**src/rtl/demux32_buf.sv**
```systemverilog
// Buffered 1-to-2 demultiplexer: each beat is steered by in_sel into one of two independent FIFOs.
// Latency 1 cycle from acceptance to outX_valid; in_ready drops only when the selected FIFO is full.

// Per-output FIFO: register-array storage, combinational head read.
// Latency: pushed beat visible on o_pop_dat the cycle after the push edge (no bypass).
// Backpressure: o_full tells the steering logic to hold the producer; pops never wait on pushes.
module demux32_buf_fifo #(
    parameter int WIDTH = 32,
    parameter int DEPTH = 2,
    parameter int CW    = $clog2(DEPTH) + 1
) (
    input  logic             clk,
    input  logic             rst_n,
    input  logic             i_push_vld,
    input  logic [WIDTH-1:0] i_push_dat,
    input  logic             i_pop_rdy,
    output logic             o_pop_vld,
    output logic [WIDTH-1:0] o_pop_dat,
    output logic [CW-1:0]    o_count,
    output logic             o_full
);

    localparam int PW = (DEPTH > 1) ? $clog2(DEPTH) : 1;
    localparam logic [PW-1:0] PTR_ONE = PW'(1);
    localparam logic [CW-1:0] CNT_ONE = CW'(1);
    localparam logic [CW-1:0] CNT_MAX = CW'(DEPTH);

    logic [WIDTH-1:0] r_mem [DEPTH];
    logic [PW-1:0]    r_wptr;
    logic [PW-1:0]    r_rptr;
    logic [CW-1:0]    r_count;
    logic             w_pop;

    assign w_pop     = (r_count != '0) && i_pop_rdy;
    assign o_pop_vld = (r_count != '0);
    assign o_pop_dat = r_mem[r_rptr];
    assign o_count   = r_count;
    assign o_full    = (r_count == CNT_MAX);

    // DEPTH is a power of two, so pointer overflow is the modulo wrap.
    always_ff @(posedge clk or negedge rst_n) begin
        if (!rst_n) begin
            for (int i = 0; i < DEPTH; i++) begin
                r_mem[i] <= '0;
            end
            r_wptr  <= '0;
            r_rptr  <= '0;
            r_count <= '0;
        end else begin
            if (i_push_vld) begin
                r_mem[r_wptr] <= i_push_dat;
                r_wptr        <= r_wptr + PTR_ONE;
            end
            if (w_pop) begin
                r_rptr <= r_rptr + PTR_ONE;
            end
            case ({i_push_vld, w_pop})
                2'b10:   r_count <= r_count + CNT_ONE;
                2'b01:   r_count <= r_count - CNT_ONE;
                default: r_count <= r_count;
            endcase
        end
    end

endmodule

// Steers the input stream into FIFO0/FIFO1 by in_sel.
// Latency: 1 cycle, accepted beat appears on outX the cycle after the accepting edge.
// Backpressure: in_ready is a function of in_sel and the target FIFO's count only, never of outX_ready.
module demux32_buf #(
    parameter int WIDTH = 32,
    parameter int DEPTH = 2,
    parameter int CW    = $clog2(DEPTH) + 1
) (
    input  logic             clk,
    input  logic             rst_n,
    input  logic             in_valid,
    output logic             in_ready,
    input  logic             in_sel,
    input  logic [WIDTH-1:0] in_data,
    output logic             out0_valid,
    input  logic             out0_ready,
    output logic [WIDTH-1:0] out0_data,
    output logic             out1_valid,
    input  logic             out1_ready,
    output logic [WIDTH-1:0] out1_data,
    output logic [CW-1:0]    count0,
    output logic [CW-1:0]    count1
);

    logic w_full0;
    logic w_full1;
    logic w_push0;
    logic w_push1;

    // A full FIFO refuses even when its consumer pops this cycle: no pass-through path.
    assign in_ready = in_sel ? !w_full1 : !w_full0;
    assign w_push0  = in_valid && in_ready && !in_sel;
    assign w_push1  = in_valid && in_ready &&  in_sel;

    demux32_buf_fifo #(
        .WIDTH (WIDTH),
        .DEPTH (DEPTH),
        .CW    (CW)
    ) u_fifo0 (
        .clk        (clk),
        .rst_n      (rst_n),
        .i_push_vld (w_push0),
        .i_push_dat (in_data),
        .i_pop_rdy  (out0_ready),
        .o_pop_vld  (out0_valid),
        .o_pop_dat  (out0_data),
        .o_count    (count0),
        .o_full     (w_full0)
    );

    demux32_buf_fifo #(
        .WIDTH (WIDTH),
        .DEPTH (DEPTH),
        .CW    (CW)
    ) u_fifo1 (
        .clk        (clk),
        .rst_n      (rst_n),
        .i_push_vld (w_push1),
        .i_push_dat (in_data),
        .i_pop_rdy  (out1_ready),
        .o_pop_vld  (out1_valid),
        .o_pop_dat  (out1_data),
        .o_count    (count1),
        .o_full     (w_full1)
    );

endmodule

```
**config.mk**
```make
export PLATFORM = sky130hd
export DESIGN_NAME = demux32_buf
export DESIGN_NICKNAME = d
export VERILOG_FILES = /design/src/rtl/demux32_buf.sv
export SDC_FILE = /design/constraint.sdc
export NUM_CORES = 1
export LEC_CHECK = 0
export ABC_AREA = 1
export CAP_MARGIN = 20
export CORE_MARGIN = 3
export CORE_UTILIZATION = 25
export DETAILED_ROUTE_END_ITERATION = 8
export GPL_TIMING_DRIVEN = 0
export HOLD_SLACK_MARGIN = 0.06
export PLACE_DENSITY = 0.5
export SLEW_MARGIN = 20
export SYNTH_ARGS = -nofsm -noshare
export SYNTH_HDL_FRONTEND = slang
export SYNTH_SLANG_ARGS = --single-unit
```
**constraint.sdc**
```tcl
create_clock -name clk -period 2 [get_ports clk]
set_input_delay 0.3 -clock clk [delete_from_list [all_inputs] [get_ports clk]]
set_output_delay 0.3 -clock clk [all_outputs]
set_load 0.05 [all_outputs]
```
Yosys cells after proc, flatten, opt, wreduce, memory -nomap -nowiden
Cells that the tools add are included.
Storage, ports and cells
  bits in registers: 136
  output and inout bits: 71
  input bits: 38
  word-level logic and storage cells: 63
Cells by class
  mux-type cells: 15
  equality and inequality tests: 6
  reductions and logical operators: 14
  add/subtract/negate cells: 8
  $lt $le $gt $ge: 6
  bitwise gates (word level): 4
Operators with widths (count)
  32-bit 2-to-1 mux: 8
  64-bit bitwise mux: 2
  32-bit demux with 1-bit select: 2
  2-bit == test, second input constant: 4
  2-bit >= comparator, second input constant: 4
  1-bit inverter with 2-bit output: 4
  2-bit case mux with 2 select lines: 2
  2-bit nonzero test: 4
  1-bit logical AND: 7
  1-bit adder, second input constant: 4
  2-bit by 1-bit adder with 2-bit output, second input constant: 2
  2-bit by 1-bit == test with 1-bit output, second input constant: 2
  2-bit by 1-bit less-than comparator with 1-bit output, second input constant: 2
  2-bit by 1-bit subtractor with 2-bit output, second input constant: 2
  1-bit zero test: 3
  1-bit 2-to-1 mux: 1

Longest topological paths before layout
Gate-level depths: netlist of the first run.
  word-level depth: 7
  gate-level depth with buffers: 8

Hierarchy
A second synthesis of the first run with hierarchy kept.
Unflattened totals
  cells, all modules: 747
  area total of the unflattened synthesis: 6174.7 um2
Modules (own cells, without submodules)
  demux32_buf_fifo: area an instance 3067.9 um2, times used 2, seq. area each 1701.6 um2, cells an instance 369
  demux32_buf: area an instance 38.8 um2, times used 1, seq. area each 0.0 um2, cells an instance 9

Worst setup path before layout of the first run
OpenSTA, ideal clock, no wires.
  path type: register to output
  start point: register u_fifo1.r_rptr
  end point: output port out1_data[11]
  required time: 1.700 ns
  slack: -0.141 ns
  arrival time: 1.841 ns
  stages on the path, launching flop included: 4
  cell sequence: dfrtp_1 -> clkbuf_1 -> clkbuf_1 -> o21ai_0
Between the ends
  cells in the longest elaborated chain, start to end: 4
RTL lines
  start, declared: RTL line 30  | logic [PW-1:0] r_rptr;
  start signal, assigned: RTL line 55  | r_rptr <= r_rptr + PTR_ONE;
  1-bit inverter with 2-bit output (implied by the code): RTL line 36  | assign o_pop_dat = r_mem[r_rptr];
  32-bit 2-to-1 mux (implied by the code) (3 in a row): RTL line 36
  end, declared: RTL line 86  | output logic [WIDTH-1:0] out1_data,
Every way passes these cells. The select of a mux whose other input is x is not followed.

Worst setup path in the final report of the first run
  start point: register u_fifo1.r_rptr
  end point: output port out1_data[12]
The elaborated chain is that of the path after synthesis.

==> qor.yml, run 1 <==
rsz0062_at_grt: "yes"
cts_sinks: 136
nets: 967
holdCritPathClass: "primary input to async pin"
clock-root-buffer: "clkbuf_16"
dr_total_vias: 5421
grt_max_degree: 71
avgSynthCellArea_um2: 8.08
die_y_um: 167
status: "complete, no violations"
syn_nets: 838
critical_path_arrival_ns: 1.64
max_freq_mhz: 514
cp_max_fo: 10
ys_top_cells_by_area: "dfrtp_1, nand2_1, o21ai_0"
io_buffers: 108
whs_ns: 0.427
dp_worst_setup_slack_ns: -0.784
numCtsBuffers: 17
clk_pin_slew_ns: 0.06
initial_utilization: 0.255
startpoint_type: "register"
yosys.area.top_type_share: 0.528
min_period_over_period: 0.972
cp-end-kind: "output pin"
slew_violations: 0
grt_overflow_total: 0
multiInputGateArea_mm2: 0.00249
core.rowCount: 58
tritoncts: "built"
yosysWarnings: 0
synthCells: 798
max_slew_margin: 0.589
ys_seq_area_frac: 0.528
diodes: 0
synth_cell_types: 22
place_congestion: 0.747
clkLatencyLatePin_ns: 0.43
fillers: 2664
die_area_mm2: 0.0278
ff_latch_area_mm2: 0.00340
htreeDepth: 4
grt_usage: 0.148
setup-violations-final: 0
io_pins: 109
path_class: "register to output pin"
core-area_mm2: 0.0253
drv_cap: 0
antenna_found_initial: 0
ys_seq_elements: 136
final_layout_size_suffix_gt1_frac: 0.167
clock_skew_ns: 0.0154
drtIter0Drc: 292
required_ns: 1.70
timing.rr.start: "u_fifo0.o_count[0]"
drc_errors: 0
reg2reg_slack_ns: 0.13
area.growth.synth_to_final_pct: 33.5
viasPerCell: 4.27
wl_per_cell_um: 16.0
postRouteAntennaNets: 0
synth_area_mm2: 0.00645
min_period_ns: 1.94
finalWorstSetupSlack_ns: 0.0554
grt_pass1_vias: 5465
finalWirelength_um: 20300
ff2ff_path_depth: 6
clockBufferDepth: 2
dp_hpwl_um: 14400
post_cts_buffers: 0
grt_pass1_wl_um: 32200
drtPass1Iterations: 4
tightest_slew_ns: 0.617
synth_top_area_cell: "dfrtp_1"
finalHoldViolCount: 0
r2r_end: "u_fifo0.o_count[1]"
die_x_um: 167
## critical path, stage by stage (launching register included)
cell and delay, ns:
dfrtp_1 0.37, clkbuf_2 0.23, o21ai_0 0.36, buf_4 0.27
## synthesized netlist by cell type
cell	instances
o21ai_1	1
or2_2	1
o21ai_0	130
xnor2_1	4
nand2_1	292
a21oi_1	2
ha_1	2
o211ai_2	1
nand2_2	1
buf_1	6
o21bai_1	64
nand3_4	1
nor2_4	1
buf_2	12
nor2_2	3
inv_1	103
nor2_1	1
xor2_1	4
clkbuf_1	20
inv_2	2
buf_4	11
dfrtp_1	136
## sequential cells by signal, summed over array words and instances, names as in the netlist
name,flops
u_fifo1.o_count,2
u_fifo0.o_count,2
u_fifo1.r_wptr,1
u_fifo0.r_rptr,1
u_fifo0.r_wptr,1
u_fifo1.r_rptr,1
u_fifo1.r_mem,64
u_fifo0.r_mem,64
## repair_timing
action,CTS,global route
hold buffers,1,0
gates resized for setup,504,40
endpoints found under the setup margin,70,49
endpoints found under the hold margin,66,0
## cells by family (layout without fill, tap and decap cells)
family,count (synthesis),count (layout),share of synthesized area
adders and majority gates,2,2,0.00388
DFF,136,136,0.528
AOI/OAI and AO/OA,198,198,0.180
xor gates and xnor gates,8,8,0.0109
buffers and inverters,154,296,0.0983
and+or+nand+nor,300,300,0.180
## cell type report
class                      instances  area share
clock inverter                     8      0.0167
sequential                       136       0.395
multi-input combinational        508       0.289
timing repair buffer             110       0.114
inverter                         105      0.0458
clock buffer                      24      0.0548
tap                              330      0.0479
buffer                            49      0.0369
## layer usage
layer | GRT usage | wire length (µm)
met5 | 0 | 0
met1 | 0.211 | 9780
met4 | 0.0412 | 250
met3 | 0.0292 | 741
met2 | 0.229 | 9520
## stage by stage
step                setup TNS, ns  instances  utilization  cell area (µm²)
floorplan                   -4.52        798            -             6460
global placement          -773.22       1236        0.315             7950
detailed placement         -40.45       1237        0.316             7980
CTS                      -0.00692       1270        0.338             8540
global route             -0.00418       1270        0.341             8610
finish                          0       1270        0.341             8610
## how the worst max path moves through the flow
stage | start | endpoint | cells past startpoint | slack, ns
3_5_place_dp | u_fifo1.r_rptr | out1_data[15] | 5 | -0.78
6_report | u_fifo1.r_rptr | out1_data[12] | 3 | 0.06
2_1_floorplan | u_fifo1.r_rptr | out1_data[11] | 3 | -0.14
5_1_grt | u_fifo0.r_rptr | out0_data[1] | 4 | -0.003
4_1_cts | u_fifo1.r_rptr | out1_data[31] | 5 | -0.007
3_3_place_gp | rst_n | u_fifo0.o_count[1] | 1 | -5.97
## layout by cell type, fill, tap and decap left out, types with 2 or more instances in the layout
cell type | Yosys | layout
o21ai_1 | 1 | 23
a21oi_1 | 2 | 2
clkinv_2 | 0 | 3
clkbuf_8 | 0 | 4
o21ai_0 | 130 | 94
nand2_1 | 292 | 291
clkbuf_1 | 20 | 13
buf_1 | 6 | 4
clkbuf_16 | 0 | 17
clkbuf_2 | 0 | 2
buf_2 | 12 | 21
inv_1 | 103 | 103
clkbuf_4 | 0 | 6
ha_1 | 2 | 2
nand2_2 | 1 | 2
dfrtp_1 | 136 | 135
clkdlybuf4s50_1 | 0 | 38
o21bai_1 | 64 | 64
nor2_2 | 3 | 3
buf_4 | 11 | 54
xnor2_1 | 4 | 4
buf_6 | 0 | 16
bufinv_16 | 0 | 4
inv_2 | 2 | 2
o21ai_2 | 0 | 13
xor2_1 | 4 | 4
dlygate4sd2_1 | 0 | 4
Power of run 1 is left out: the tool's default activity adds up to more than one toggle a clock period on the data nets, which glitch-free logic cannot reach.
==> run 2: changes to the inputs <==
--- a/config.mk
+++ b/config.mk
@@ -13,6 +13,7 @@
 export GPL_TIMING_DRIVEN = 0
 export HOLD_SLACK_MARGIN = 0.06
 export PLACE_DENSITY = 0.5
+export SETUP_SLACK_MARGIN = 0.2
 export SLEW_MARGIN = 20
 export SYNTH_ARGS = -nofsm -noshare
 export SYNTH_HDL_FRONTEND = slang
==> run 2 against run 1 <==
  * Global-route usage grew 0.93 points
  * Non-clock buffer count grew 29
  * Clock skew shrank 0.0082 ns
  * Sequential share of layout area shrank 6.2 points
  * Register-to-register slack gained 0.18 ns
  * Critical path type unchanged
  * Highest routed layer unchanged
==> qor.yml, run 2 (synthesis gave the netlist of run 1 again) <==
postLayoutCellArea_mm2: 0.0102
globalRouteMet2Util: 0.255
met3_usage: 0.0266
layout_commonest_cell: "nand2_1"
max_freq_mhz: 514
fillers: 2513
status: "complete, no violations"
clkLatencyLatePin_ns: 0.42
grt_max_degree: 81
area.growth.synth_to_final_pct: 58.6
fin_util: 0.405
wl_per_cell_um: 17.1
die_x_um: 167
max_slew_margin: 0.593
drc_errors: 0
clock_skew_ns: 0.00728
drv_cap: 0
cp_slowest_stage_delay_ns: 0.43
setup-violations-final: 0
use_met1: 0.216
clock-root-buffer: "clkbuf_16"
final_layout_size_suffix_gt1_frac: 0.310
min_period_over_period: 0.973
die_area_mm2: 0.0278
startpoint_type: "register"
critical_path_arrival_ns: 1.65
critical_path_buf_inv_count: 4
crit_chain: "clkbuf_8, buf_4, buf_4, o21ai_4, buf_8"
io_pins: 109
crit_family: "buffers and inverters"
tightest_slew_ns: 0.610
finalWirelength_um: 22100
htreeDepth: 4
place_congestion: 0.752
grt_usage: 0.157
grt_overflow_total: 0
core.rowCount: 58
io_buffers: 108
diodes: 0
postRouteAntennaNets: 0
top_regs: "u_fifo0.r_mem x64, u_fifo1.r_mem x64"
nets: 996
grt_pass1_vias: 5685
dr_total_vias: 5665
dp_hpwl_um: 14300
clockBufferDepth: 2
layout.cells.non_filler: 1298
grt_pass1_wl_um: 33800
final_cell_mix: "nand2_1, dfrtp_1, inv_1, buf_6, o21ai_0"
holdCritPathClass: "primary input to async pin"
core-area_mm2: 0.0253
tritoncts: "built"
cts_sinks: 136
place_area_mm2: 0.00800
viasPerCell: 4.36
path_class: "register to output pin"
rsz0062_at_grt: "yes"
drtIter0Drc: 314
initial_utilization: 0.255
crit_path_frequent_cell: "buf_4"
min_period_ns: 1.95
clk_pin_slew_ns: 0.06
drtPass1Iterations: 4
finalHoldViolCount: 0
cp-end-kind: "output pin"
placedCellCount: 1237
die_y_um: 167
crit_slowest_cell: "dfrtp_2"
numCtsBuffers: 17
slew_violations: 0
required_ns: 1.70
cp_max_fo: 5
antenna_found_initial: 0
busiest_layer: "met2"
## run 2: worst reg2reg max path, cell delays in order, from the launching register on
cell and delay [ns]:
dfrtp_2 0.46, o211ai_4 0.30, buf_6 0.20, ha_1 0.26
a21oi_1 0.11, o21ai_1 0.09, xor2_1 0.15
## run 2: what timing repair did
action                                 4_1_cts  5_1_grt
gates resized for setup                    710      120
endpoints found under the hold margin       56        0
pin swaps                                   17       22
hold buffers                                 1        0
cloned                                       9        2
setup buffers                               12        6
setup endpoints to repair                   72       68
## run 2: metal layers
metal / vias up / wire length, µm
met5: - / 0
met4: 0 / 242
met3: 13 / 855
met2: 108 / 10700
met1: 2754 / 10400
li1: 2790 / -
## run 2: final cells by class
class	instances	area, µm²	area share
Tap cell	330	413	0.0403
Buffer	49	487	0.0476
Clock inverter	9	123	0.0120
Timing Repair Buffer	139	1620	0.158
Sequential cell	136	3410	0.333
Clock buffer	22	474	0.0463
Inverter	105	394	0.0385
Multi-Input combinational cell	508	3320	0.324
## run 2: path summary, 6_finish.rpt
kind	startpoint	to	slack, ns	cells past startpoint
max	u_fifo1.r_rptr	out1_data[19]	0.05	5
min	rst_n	u_fifo0.r_mem[42]	0.39	2
max reg2reg	u_fifo0.o_count[0]	u_fifo0.o_count[1]	0.31	6
min reg2reg	u_fifo1.r_mem[19]	u_fifo1.r_mem[19]	0.52	2
max in group asynchronous	rst_n	u_fifo0.r_rptr	0.83	3
min in group clk	u_fifo1.r_mem[19]	u_fifo1.r_mem[19]	0.52	2
## run 2: through the flow
step / setup TNS [ns] / hold WS [ns] / setup WS [ns]
finish: 0 / 0.392 / 0.0541
global route: 0 / 0.457 / 0.0241
CTS: 0 / 0.414 / 0.00588
detailed placement: -38.74 / 0.271 / -0.761
global placement: -771.03 / 0.479 / -5.94
floorplan: -4.52 / 0.00441 / -0.141
Power of run 2 is left out for the same reason.
==> run 3: changes to the inputs <==
--- a/config.mk
+++ b/config.mk
@@ -7,6 +7,7 @@
 export LEC_CHECK = 0
 export ABC_AREA = 1
 export CAP_MARGIN = 20
+export CORE_ASPECT_RATIO = 0.75
 export CORE_MARGIN = 3
 export CORE_UTILIZATION = 25
 export DETAILED_ROUTE_END_ITERATION = 8
==> run 3 against run 2 <==
  * Count of clock-buffer cells in the layout rose by 4
  * Non-clock buffer count up 4
  * Critical path depth up 1
  * Critical path type unchanged
  * Highest routed layer unchanged
==> qor.yml, run 3 (synthesis gave the netlist of run 1 again) <==
status: "complete, no violations"
core-area_mm2: 0.0251
path_class: "register to output pin"
viasPerCell: 4.36
htreeDepth: 4
drtPass1Iterations: 4
finalHoldViolCount: 0
antenna_found_initial: 0
dr_total_vias: 5716
clock-root-buffer: "clkbuf_16"
top_regs: "u_fifo0.r_mem x64, u_fifo1.r_mem x64"
cp_max_fo: 5
drv_cap: 0
grt_usage: 0.163
layout_commonest_cell: "nand2_1"
io_buffers: 108
startpoint_type: "register"
numCtsBuffers: 17
min_period_over_period: 0.952
reg2reg_slack_ns: 0.30
finalWirelength_um: 22800
clk_pin_slew_ns: 0.06
core.rowCount: 50
setup-violations-final: 0
drtIter0Drc: 380
clockBufferDepth: 2
dp_worst_setup_slack_ns: -0.738
final_cell_mix: "nand2_1, dfrtp_1, inv_1, o21ai_0, o21bai_1"
place_congestion: 0.748
clock_skew_ns: 0.0133
die_x_um: 191
tritoncts: "built"
area.growth.synth_to_final_pct: 63.3
diodes: 0
rsz0062_at_grt: "yes"
die_y_um: 145
grt_pass1_wl_um: 34200
fin_util: 0.419
postRouteAntennaNets: 0
die_area_mm2: 0.0278
wl_per_cell_um: 17.4
placedCellCount: 1245
holdCritPathClass: "primary input to async pin"
grt_max_degree: 94
final_layout_size_suffix_gt1_frac: 0.317
finalWorstSetupSlack_ns: 0.0965
critical_path_arrival_ns: 1.60
tightest_slew_ns: 0.625
fillers: 2473
grt_overflow_total: 0
cts_sinks: 136
nets: 1000
grt_pass1_vias: 5582
cp-end-kind: "output pin"
io_pins: 109
clkLatencyLatePin_ns: 0.42
slew_violations: 0
drc_errors: 0
tns_ns: 0
dp_hpwl_um: 14500
required_ns: 1.70
max_freq_mhz: 525
initial_utilization: 0.257
layout.cells.non_filler: 1311
min_period_ns: 1.90
max_slew_margin: 0.584
==> run 3: critical path: stages, from the launching register on <==
cell and delay, ns:
dfrtp_2 0.45, buf_8 0.15, buf_6 0.12, clkbuf_16 0.16
nand2_2 0.08, o21ai_4 0.06, buf_6 0.15
==> run 3: what timing repair did <==
action,4_1_cts,5_1_grt
gates cloned,13,2
gates resized for setup,751,103
endpoints found under the setup margin,72,67
setup buffers,13,5
pin swaps,31,11
hold endpoints to repair,43,0
hold buffers,1,0
==> run 3: layer usage <==
| layer | wire [µm] | track usage | vias up |
|---|---|---|---|
| met1 | 10900 | 0.247 | 2788 |
| met4 | 88 | 0.0345 | 0 |
| li1 | - | - | 2798 |
| met3 | 1270 | 0.0329 | 8 |
| met5 | 0 | 0 | - |
| met2 | 10400 | 0.240 | 122 |
==> run 3: metrics by stage <==
step,cell area [µm²],hold slack (ns)
2_1_floorplan,6470,0.00441
5_1_grt,10500,0.407
6_report,10500,0.373
3_3_place_gp,7970,0.479
4_1_cts,10000,0.386
3_5_place_dp,8010,0.233
==> run 3: final cells by class <==
| class | instances | area (µm²) | area share |
|---|---|---|---|
| Buffer | 49 | 520 | 0.0494 |
| Clock buffer | 26 | 519 | 0.0493 |
| Clock inverter | 6 | 110 | 0.0105 |
| Inverter | 105 | 394 | 0.0374 |
| Multi-Input combinational cell | 508 | 3410 | 0.323 |
| Sequential cell | 136 | 3410 | 0.324 |
| Tap cell | 338 | 423 | 0.0401 |
| Timing Repair Buffer | 143 | 1750 | 0.166 |
==> run 3: final timing paths <==
kind	from	end	cells past startpoint
worst max-delay path	u_fifo1.r_rptr	out1_data[26]	6
min in group clk	u_fifo1.r_mem[5]	u_fifo1.r_mem[5]	2
max in group asynchronous	rst_n	u_fifo1.o_count[0]	3
worst min register to register	u_fifo1.r_mem[5]	u_fifo1.r_mem[5]	2
worst max register to register	u_fifo0.o_count[0]	u_fifo0.o_count[1]	7
worst min-delay path	rst_n	u_fifo0.r_mem[56]	2
Power of run 3 is left out for the same reason.
